[config.mk]
export PLATFORM = sky130hd
export DESIGN_NAME = processador_multiciclo_param
export DESIGN_NICKNAME = d
export VERILOG_FILES = /design/src/rtl/processador_multiciclo_param.sv
export SDC_FILE = /design/constraint.sdc
export NUM_CORES = 1
export LEC_CHECK = 0
export ABC_CLOCK_PERIOD_IN_PS = 9200
export CAP_MARGIN = 40
export CORE_MARGIN = 10
export CORE_UTILIZATION = 60
export DETAILED_ROUTE_END_ITERATION = 16
export PLACE_DENSITY = 0.75
export SETUP_SLACK_MARGIN = 0.5
export SLEW_MARGIN = 20
export SYNTH_ARGS = -nofsm -noshare
export SYNTH_HDL_FRONTEND = slang
export SYNTH_SLANG_ARGS = --single-unit
[constraint.sdc]
create_clock -name Clock -period 9.2 [get_ports Clock]
set_clock_uncertainty 0.15 [all_clocks]
set_input_delay 1.84 -clock Clock [delete_from_list [all_inputs] [get_ports Clock]]
set_output_delay 1.84 -clock Clock [all_outputs]
set_load 0.03 [all_outputs]
[src/rtl/processador_multiciclo_param.sv]
// Parametrised multicycle processor: NREGS general registers, A/G/IR, one shared bus, T0..T3 control steps.
// Optional status flags output {N,Z} enabled with macro PROC_STATUS_FLAGS_EN.
module processador_multiciclo_param #(
    parameter int unsigned DATA_W = 16,
    parameter int unsigned NREGS  = 8
) (
    input  logic              Clock,
    input  logic              Resetn,
    input  logic              Run,
    input  logic [DATA_W-1:0] DIN,
`ifdef PROC_STATUS_FLAGS_EN
    output logic [1:0]        Flags,
`endif
    output logic              Done,
    output logic [DATA_W-1:0] BusWires
);
    localparam int unsigned RAW  = $clog2(NREGS);
    localparam int unsigned IR_W = 3 + 2 * RAW;
    localparam int unsigned SH_W = $clog2(DATA_W);

    typedef enum logic [1:0] {T0, T1, T2, T3} tstep_e;
    typedef enum logic [2:0] {
        OP_MV  = 3'b000, OP_MVI = 3'b001, OP_ADD = 3'b010, OP_SUB = 3'b011,
        OP_AND = 3'b100, OP_SLT = 3'b101, OP_SLL = 3'b110, OP_ILL = 3'b111
    } opcode_e;

    tstep_e             tstep_q, tstep_d;
    logic [IR_W-1:0]    ir_q, ir_d;
    logic [DATA_W-1:0]  a_q, a_d;
    logic [DATA_W-1:0]  g_q, g_d;
    logic [DATA_W-1:0]  regs_q [NREGS];
    logic [DATA_W-1:0]  regs_d [NREGS];
    logic [DATA_W-1:0]  bus_c;
    logic [DATA_W-1:0]  alu_c;
    logic               done_c;
    logic               is_alu_c;
    opcode_e            op_c;
    logic [RAW-1:0]     rx_c, ry_c;
`ifdef PROC_STATUS_FLAGS_EN
    logic [1:0]         flags_q, flags_d;
`endif

    // Only the opcode/X/Y bits of the instruction are kept; the rest are ignored.
    assign op_c     = opcode_e'(ir_q[IR_W-1 -: 3]);
    assign rx_c     = ir_q[IR_W-4 -: RAW];
    assign ry_c     = ir_q[RAW-1:0];
    assign is_alu_c = (op_c != OP_MV) && (op_c != OP_MVI) && (op_c != OP_ILL);

    // ALU: A is the latched first operand, the bus carries the second.
    always_comb begin
        alu_c = '0;
        unique case (op_c)
            OP_ADD:  alu_c = a_q + bus_c;
            OP_SUB:  alu_c = a_q - bus_c;
            OP_AND:  alu_c = a_q & bus_c;
            OP_SLT:  alu_c = DATA_W'(($signed(a_q) < $signed(bus_c)) ? 1 : 0);
            OP_SLL:  alu_c = a_q << bus_c[SH_W-1:0];
            default: alu_c = '0;
        endcase
    end

    // Step sequencing, bus source selection and register write enables.
    always_comb begin
        tstep_d = tstep_q;
        ir_d    = ir_q;
        a_d     = a_q;
        g_d     = g_q;
        regs_d  = regs_q;
        bus_c   = '0;
        done_c  = 1'b0;
`ifdef PROC_STATUS_FLAGS_EN
        flags_d = flags_q;
`endif
        unique case (tstep_q)
            T0: begin
                if (Run) begin
                    ir_d    = DIN[DATA_W-1 -: IR_W];
                    tstep_d = T1;
                end
            end
            T1: begin
                if (op_c == OP_MV) begin
                    bus_c        = regs_q[ry_c];
                    regs_d[rx_c] = bus_c;
                    done_c       = 1'b1;
                end else if (op_c == OP_MVI) begin
                    bus_c        = DIN;
                    regs_d[rx_c] = bus_c;
                    done_c       = 1'b1;
                end else if (is_alu_c) begin
                    bus_c = regs_q[rx_c];
                    a_d   = bus_c;
                end else begin
                    done_c = 1'b1;
                end
                tstep_d = done_c ? T0 : T2;
            end
            T2: begin
                bus_c = regs_q[ry_c];
                g_d   = alu_c;
`ifdef PROC_STATUS_FLAGS_EN
                flags_d = {alu_c[DATA_W-1], (alu_c == '0)};
`endif
                tstep_d = T3;
            end
            T3: begin
                bus_c        = g_q;
                regs_d[rx_c] = bus_c;
                done_c       = 1'b1;
                tstep_d      = T0;
            end
            default: tstep_d = T0;
        endcase
    end

    always_ff @(posedge Clock or negedge Resetn) begin
        if (!Resetn) begin
            tstep_q <= T0;
            ir_q    <= '0;
            a_q     <= '0;
            g_q     <= '0;
            regs_q  <= '{default: '0};
`ifdef PROC_STATUS_FLAGS_EN
            flags_q <= 2'b00;
`endif
        end else begin
            tstep_q <= tstep_d;
            ir_q    <= ir_d;
            a_q     <= a_d;
            g_q     <= g_d;
            regs_q  <= regs_d;
`ifdef PROC_STATUS_FLAGS_EN
            flags_q <= flags_d;
`endif
        end
    end

    assign Done     = done_c;
    assign BusWires = bus_c;
`ifdef PROC_STATUS_FLAGS_EN
    assign Flags    = flags_q;
`endif

endmodule

==> flow_summary.json, run 1 <==
{
  "dp_hpwl_um": 24900,
  "root_buffer": "clkbuf_16",
  "wl_per_cell_um": 23.4,
  "critical_path_arrival_ns": 4.22,
  "worstSkewPairLatency_ns": 0.44,
  "cts_hold_buf": 0,
  "area_growth_pct": 10.4,
  "period_needed_ns": 6.21,
  "required_ns": 7.21,
  "crit_fanout": 34,
  "design_area_um2": 12700,
  "clock.fmax_ghz": 0.161,
  "start_util": 0.614,
  "syn_nets": 1298,
  "syn_inst": 1243,
  "grt_pass1_vias": 9541,
  "cts_buffer_depth": 2,
  "tns_ns": 0,
  "synthesis.area_um2": 11500,
  "met1_usage": 0.387,
  "initialDrtViolationCount": 1188,
  "drc_errors": 0,
  "relSlewSlack": 0.427,
  "critPathLaunchType": "flip-flop",
  "overflow": 0,
  "outcome": "complete, no violations",
  "cts_tree": "yes",
  "grt_usage": 0.284,
  "cts-htree-levels": 4,
  "min_path_type": "reg -> reg",
  "async_flop_share": 1.00,
  "placement_rows": 50,
  "yosysWarnings": 0,
  "layout_commonest_cell": "nand2_1",
  "die_area_um2": 25100,
  "core-area_um2": 18800,
  "cp-end-kind": "output pin",
  "dpl-instance-area_um2": 12100,
  "synth.avg_cell_area_um2": 9.27,
  "cap_violations": 0,
  "grt_busiest_layer": "met2",
  "final_nets": 1302,
  "cts.sinks": 171,
  "vias": 9972,
  "worstMarginPinSlew_ns": 0.859,
  "post_cts_buffers": 0,
  "diodes": 0,
  "synth-seq-cells": 171,
  "ys_seq_area_frac": 0.371,
  "crit_type": "reg -> out",
  "die_w_um": 159,
  "synth_cell_type_count": 73,
  "rsz0062_at_grt": "false",
  "first_pass_iters": 8,
  "finalMaxSlewViolations": 0,
  "grt_start_max_net_pins": 83,
  "fin_crit_sh": 0.675,
  "design.portCount": 36,
  "cts_buffers": 17,
  "synthFlopType": "dfrtp_1",
  "grt_pass1_wl_um": 55200,
  "drive_gt1_frac": 0.162,
  "gp_congestion": 0.974,
  "hold_viol": 0,
  "synth-edff-count": 0,
  "use_met2": 0.461,
  "cts.repair.resized": 0,
  "setup_violations": 0,
  "clk_pin_slew_ns": 0.07,
  "post-route-util": 0.678,
  "layout_common_cells": "nand2_1 (193), dfrtp_1 (169), o21ai_0 (128)",
  "avgViaCountPerCell": 6.67,
  "antenna_found_initial": 0,
  "antenna_left": 0,
  "totalWireLength_um": 34900,
  "die_h_um": 159,
  "use_met3": 0.0426,
  "io_buffers": 35
}
## path summary, 6_finish.rpt
kind                              start      endpoint  slack (ns)  cells after the start
min in group asynchronous        Resetn   regs_q[115]        1.11                      1
worst min-delay path             g_q[3]        g_q[3]        0.35                      2
max in group asynchronous        Resetn       a_q[11]        6.44                      4
worst max-delay path            ir_q[5]  BusWires[15]        2.99                     11
worst min register to register   g_q[3]        g_q[3]        0.35                      2
worst max register to register  ir_q[4]       g_q[14]        3.61                     18
## cell usage after synthesis, drive strengths merged, types with 3 or more instances
master   count  area share
nand2      193       0.063
dfrtp      171        0.37
o21ai      138       0.060
a21oi      101       0.044
mux2        80       0.079
nor2        79       0.026
clkbuf      53       0.017
mux2i       52       0.045
mux4        39       0.076
ha          34       0.037
inv         34       0.011
buf         28       0.015
a21o        22       0.014
nand2b      15      0.0081
nor3        15      0.0070
o22ai       14      0.0076
nor2b       12      0.0065
or2         12      0.0065
a211oi      11      0.0072
a31oi       11      0.0060
nand3       10      0.0043
o211ai       9      0.0059
o21a         8      0.0052
a222oi       7      0.0061
o221ai       7      0.0053
xnor2        7      0.0053
and2         6      0.0033
nor3b        6      0.0048
or3          6      0.0033
a221oi       5      0.0038
a22oi        5      0.0033
nor4         5      0.0027
a21boi       4      0.0026
o31ai        4      0.0038
a2111oi      3      0.0023
a221o        3      0.0026
a311oi       3      0.0028
o22a         3      0.0023
## metal layers
| metal | wire (um) | vias up |
|---|---|---|
| met4 | 811 | 0 |
| met2 | 16900 | 469 |
| li1 | - | 4533 |
| met1 | 14600 | 4896 |
| met3 | 2630 | 74 |
| met5 | 0 | - |
## sequential cells by signal (all words and copies together) (netlist names), named ones only
name     flops
a_q         16
regs_q     128
tstep_q      1
ir_q         9
g_q         16
## critical path, stage by stage, from the launching register on
cell	delay [ns]
dfrtp_1	0.33
buf_4	0.44
clkinv_1	0.58
nand2_1	0.38
o22ai_1	0.12
nor2_1	0.09
a21oi_1	0.05
nor4_1	0.54
nor2_1	0.09
or2_2	0.34
inv_1	0.12
clkdlybuf4s50_1	0.69
## stage by stage
| stage | setup slack [ns] | hold WS, ns | cells |
|---|---|---|---|
| 2_1_floorplan | 4.02 | 0.298 | 1243 |
| 3_3_place_gp | 3.08 | 0.324 | 1453 |
| 3_5_place_dp | 3.04 | 0.334 | 1460 |
| 4_1_cts | 3.08 | 0.352 | 1492 |
| 5_1_grt | 2.86 | 0.382 | 1494 |
| 6_report | 2.99 | 0.350 | 1494 |
## cells by family (layout without fill, tap and decap cells)
family,count (synthesis),count (layout),synth area share
AOI/OAI and AO/OA,376,376,0.199
and+or+nand+nor,365,365,0.139
muxes,171,171,0.200
DFF,171,171,0.371
buffers and inverters,116,133,0.0436
adders and majority gates,36,36,0.0404
xor gates and xnor gates,8,8,0.00608
## final cells by class
type                            count  area (um^2)
Fill cell                        1520         6050
Clock buffer                       20          467
Clock inverter                     12          133
Multi-Input combinational cell    956         6770
Inverter                           35          131
Timing Repair Buffer               66          643
Tap cell                          234          293
Sequential cell                   171         4280
Power of run 1 is not shown: default switching activity piles up to over one toggle a cycle in this logic, so the estimate is an artifact.
==> run 2, diff against run 1 <==
--- a/config.mk
+++ b/config.mk
@@ -5,10 +5,10 @@
 export SDC_FILE = /design/constraint.sdc
 export NUM_CORES = 1
 export LEC_CHECK = 0
-export ABC_CLOCK_PERIOD_IN_PS = 9200
+export ABC_CLOCK_PERIOD_IN_PS = 5000
 export CAP_MARGIN = 40
 export CORE_MARGIN = 10
-export CORE_UTILIZATION = 60
+export CORE_UTILIZATION = 57
 export DETAILED_ROUTE_END_ITERATION = 16
 export PLACE_DENSITY = 0.75
 export SETUP_SLACK_MARGIN = 0.5
==> constraint.sdc (replaced) <==
create_clock -name Clock -period 5 [get_ports Clock]
set_clock_uncertainty 0.15 [all_clocks]
set_input_delay 1 -clock Clock [delete_from_list [all_inputs] [get_ports Clock]]
set_output_delay 1 -clock Clock [all_outputs]
set_load 0.03 [all_outputs]
==> flow_summary.json, run 2 (synthesized netlist as in run 1, its figures left out) <==
{
  "root_buffer": "clkbuf_16",
  "worstMarginPinSlew_ns": 0.767,
  "start_util": 0.586,
  "n_fill_cell": 1547,
  "cts_tree": "yes",
  "core-area_um2": 19700,
  "path_common_cell": "a21oi_2",
  "die_h_um": 162,
  "reg2reg_to": "g_q[13]",
  "clk_pin_slew_ns": 0.08,
  "hold_viol": 0,
  "crit_type": "reg -> reg",
  "grt_usage": 0.272,
  "grt_pass1_vias": 10082,
  "cts_buffers": 17,
  "io_buffers": 35,
  "vias": 10290,
  "grt_start_max_net_pins": 64,
  "crit_fanout": 8,
  "area_growth_pct": 16.5,
  "period_needed_ns": 4.40,
  "hold_start": "regs_q[104]",
  "layout_common_cells": "nand2_1 (190), dfrtp_1 (166), o21ai_0 (125)",
  "overflow": 0,
  "antenna_left": 0,
  "largest_register_ff_count": 128,
  "ff2ff_setup_slack_ns": 0.60,
  "relSlewSlack": 0.489,
  "cts.sinks": 171,
  "r2r_start": "ir_q[0]",
  "design.portCount": 36,
  "placement_rows": 51,
  "largest-register": "regs_q",
  "worstRegToRegCells": 16,
  "hold_path_depth": 2,
  "min_path_type": "reg -> reg",
  "crit_chain": "buf_6 -> mux2_1 -> mux4_2 -> a21oi_2 -> a311oi_4 -> inv_2 -> ha_2 -> o21a_1 -> o31a_1 -> o41a_1 -> a31o_2 -> a21oi_2 -> mux2i_1 -> o211ai_1 -> a21boi_0 -> a31oi_1",
  "drc_errors": 0,
  "dp_hpwl_um": 25700,
  "cp-end-kind": "flip-flop",
  "fin_crit_sh": 0.880,
  "avgViaCountPerCell": 6.54,
  "gp_congestion": 1.01,
  "layout_commonest_cell": "nand2_1",
  "die_area_um2": 26300,
  "initialDrtViolationCount": 1087,
  "drive_gt1_frac": 0.222,
  "antenna_found_initial": 0,
  "required_ns": 5.20,
  "finalMaxSlewViolations": 0,
  "critPathLaunchType": "flip-flop",
  "rsz0062_at_grt": "true",
  "worstSkewPairLatency_ns": 0.44,
  "outcome": "complete, no violations",
  "grt_pass1_wl_um": 57000,
  "cts_buffer_depth": 2,
  "diodes": 0,
  "totalWireLength_um": 35800,
  "cts_hold_buf": 0,
  "tns_ns": 0,
  "slowest_stage": "dfrtp_4",
  "critical_path_arrival_ns": 4.60,
  "final_nets": 1351,
  "wl_per_cell_um": 22.8,
  "cap_violations": 0,
  "first_pass_iters": 6,
  "cts-htree-levels": 4,
  "clock.fmax_ghz": 0.227,
  "dp_slack_ns": 0.161,
  "setup_violations": 0,
  "min_to": "regs_q[104]",
  "die_w_um": 162,
  "reg_top3": "regs_q: 128 flops, a_q: 16 flops, g_q: 16 flops",
  "cpPeakStageDelay_ns": 0.57,
  "setup_slack_ns": 0.602
}
==> run 2: how the worst max path moves through the flow <==
stage / start / to / depth (start not counted)
after floorplan: ir_q[0] / g_q[14] / 18
after global placement: DIN[0] / g_q[14] / 17
after detailed placement: DIN[0] / g_q[14] / 17
after CTS: ir_q[0] / g_q[6] / 17
after global routing: ir_q[4] / g_q[12] / 18
final: ir_q[0] / g_q[13] / 16
==> run 2: layer usage <==
layer / routed length (um) / GRT usage / share of wire
met5: 0 / 0 / 0
met3: 2920 / 0.0564 / 0.082
met2: 16900 / 0.428 / 0.47
met4: 1270 / 0.111 / 0.035
met1: 14700 / 0.359 / 0.41
==> run 2: layout make-up <==
| class | instances | area [um^2] | share of cell area |
|---|---|---|---|
| clock buffer | 17 | 425 | 0.0317 |
| clock inverter | 15 | 153 | 0.0114 |
| inverter | 35 | 131 | 0.00979 |
| multi-input combinational | 956 | 6970 | 0.519 |
| sequential | 171 | 4290 | 0.320 |
| tap | 265 | 332 | 0.0247 |
| timing repair buffer | 115 | 1120 | 0.0836 |
==> run 2: critical path: cells and delay by family, from the launching register on <==
| kind | cells | cell delay (ns) |
|---|---|---|
| flip-flops | 1 | 0.57 |
| multiplexers | 3 | 1.10 |
| buffers and inverters | 2 | 0.26 |
| adder cells (fa/ha/maj) | 1 | 0.32 |
| AO/OA/AOI/OAI | 10 | 1.93 |
==> run 2: what timing repair did <==
item                       in CTS  in global routing
setup endpoints to repair      20                 18
pin swaps                       0                 21
setup buffers                   1                 17
gates resized for setup        17                 56
==> run 2: metrics by stage <==
stage	cell area, um^2	std cells	util	hold slack [ns]
after global placement	12300	1517	0.627	0.317
after global routing	13400	1574	0.683	0.383
after floorplan	11500	1243	-	0.298
after CTS	13000	1557	0.664	0.351
after detailed placement	12400	1524	0.633	0.335
final	13400	1574	0.683	0.349
Power of run 2 is left out for the same reason.
==> run 3, diff against run 2 <==
--- a/config.mk
+++ b/config.mk
@@ -7,7 +7,6 @@
 export LEC_CHECK = 0
 export ABC_CLOCK_PERIOD_IN_PS = 5000
 export CAP_MARGIN = 40
-export CORE_MARGIN = 10
 export CORE_UTILIZATION = 57
 export DETAILED_ROUTE_END_ITERATION = 16
 export PLACE_DENSITY = 0.75
==> flow_summary.json, run 3 (synthesized netlist as in run 1, its figures left out) <==
{
  "outcome": "complete, no violations",
  "post-route-util": 0.689,
  "core-area_um2": 19700,
  "rsz0062_at_grt": "true",
  "totalWireLength_um": 36400,
  "reg_top3": "regs_q: 128 flops, a_q: 16 flops, g_q: 16 flops",
  "layout_commonest_cell": "nand2_1",
  "start_util": 0.586,
  "cts_buffer_depth": 2,
  "crit_type": "reg -> reg",
  "critPathLaunchType": "flip-flop",
  "io_buffers": 35,
  "grt_start_max_net_pins": 93,
  "largest-register": "regs_q",
  "cp-end-kind": "flip-flop",
  "finalMaxSlewViolations": 0,
  "dp_hpwl_um": 25300,
  "initialDrtViolationCount": 1060,
  "grt_usage": 0.360,
  "hold_viol": 0,
  "die_w_um": 144,
  "grt_pass1_vias": 9921,
  "avgViaCountPerCell": 6.59,
  "antenna_left": 0,
  "diodes": 0,
  "vias": 10408,
  "drive_gt1_frac": 0.229,
  "reg2reg_to": "g_q[14]",
  "cts_buffers": 17,
  "ff2ff_setup_slack_ns": 0.54,
  "tns_ns": 0,
  "root_buffer": "clkbuf_16",
  "required_ns": 5.16,
  "area_growth_pct": 17.5,
  "overflow": 0,
  "die_area_um2": 20800,
  "fin_crit_sh": 0.893,
  "min_path_type": "in -> async",
  "drc_errors": 0,
  "design.portCount": 36,
  "gp_congestion": 0.996,
  "layout_common_cells": "nand2_1 (190), dfrtp_1 (166), o21ai_0 (123)",
  "setup_violations": 0,
  "worstMarginPinSlew_ns": 0.782,
  "cts.sinks": 171,
  "clk_pin_slew_ns": 0.07,
  "crit_fanout": 32,
  "cts_hold_buf": 0,
  "final_nets": 1358,
  "wl_per_cell_um": 23.0,
  "worstSkewPairLatency_ns": 0.44,
  "r2r_start": "ir_q[3]",
  "first_pass_iters": 6,
  "critical_path_arrival_ns": 4.62,
  "period_needed_ns": 4.46,
  "relSlewSlack": 0.478,
  "clock.fmax_ghz": 0.224,
  "cts-htree-levels": 4,
  "die_h_um": 144,
  "antenna_found_initial": 0,
  "cts_tree": "yes",
  "worstRegToRegCells": 18,
  "placement_rows": 51,
  "largest_register_ff_count": 128,
  "cap_violations": 0,
  "grt_pass1_wl_um": 56000
}
[run 3: changes by cell type in the layout (fill, tap and decap cells not counted), moves of 3 or more]
cell     change
buf_4        +8
a21oi_1      -4
a21oi_2      +3
o21ai_2      +3
[run 3: cell type report]
type | count | area (um^2)
Timing Repair Buffer | 122 | 1180
Tap cell | 265 | 332
Inverter | 35 | 131
Sequential cell | 171 | 4290
Fill cell | 1546 | 6120
Multi-Input combinational cell | 956 | 7020
Clock inverter | 13 | 155
Clock buffer | 18 | 429
[run 3: layer usage]
| metal | vias to the layer above | global-route usage | part of all wire |
|---|---|---|---|
| met4 | 0 | 0.162 | 0.040 |
| met2 | 579 | 0.580 | 0.48 |
| li1 | 4633 | - | - |
| met3 | 114 | 0.0566 | 0.083 |
| met5 | - | 0 | 0 |
| met1 | 5082 | 0.481 | 0.40 |
[run 3: how the worst max path moves through the flow]
stage | start | endpoint | slack, ns
finish | ir_q[3] | g_q[14] | 0.54
global route | ir_q[3] | g_q[15] | 0.29
CTS | ir_q[0] | g_q[13] | 0.41
detailed placement | DIN[2] | g_q[14] | 0.06
global placement | DIN[2] | g_q[14] | 0.18
floorplan | ir_q[0] | g_q[14] | 0.52
[run 3: timing repair]
| action | 4_1_cts | 5_1_grt |
|---|---|---|
| setup endpoints to repair | 21 | 18 |
| pin swaps | 6 | 25 |
| setup buffers | 6 | 22 |
| resized for setup | 21 | 60 |
[run 3: metrics by stage]
stage	instance area (um^2)	instances	hold WS, ns	setup WS [ns]
final	13500	1580	0.222	0.537
after global routing	13500	1580	0.216	0.289
after CTS	13100	1556	0.357	0.413
after detailed placement	12400	1519	0.340	0.0586
after global placement	12300	1517	0.322	0.176
after floorplan	11500	1243	0.298	0.517
[run 3: critical path: stages, from the launching register on]
cell and delay [ns]:
dfrtp_4 0.56, buf_12 0.23, nor3_1 0.09, a31oi_1 0.25, nor2_1 0.13, a2111oi_4 0.36
buf_4 0.20, nor2_1 0.04, or2_2 0.33, ha_1 0.40, and2_1 0.17, o21a_1 0.16
a41o_1 0.26, o211ai_1 0.24, buf_4 0.16, o21ai_2 0.06, or3_1 0.32, nand3_1 0.10
a31oi_1 0.09
Power of run 3 is left out for the same reason.
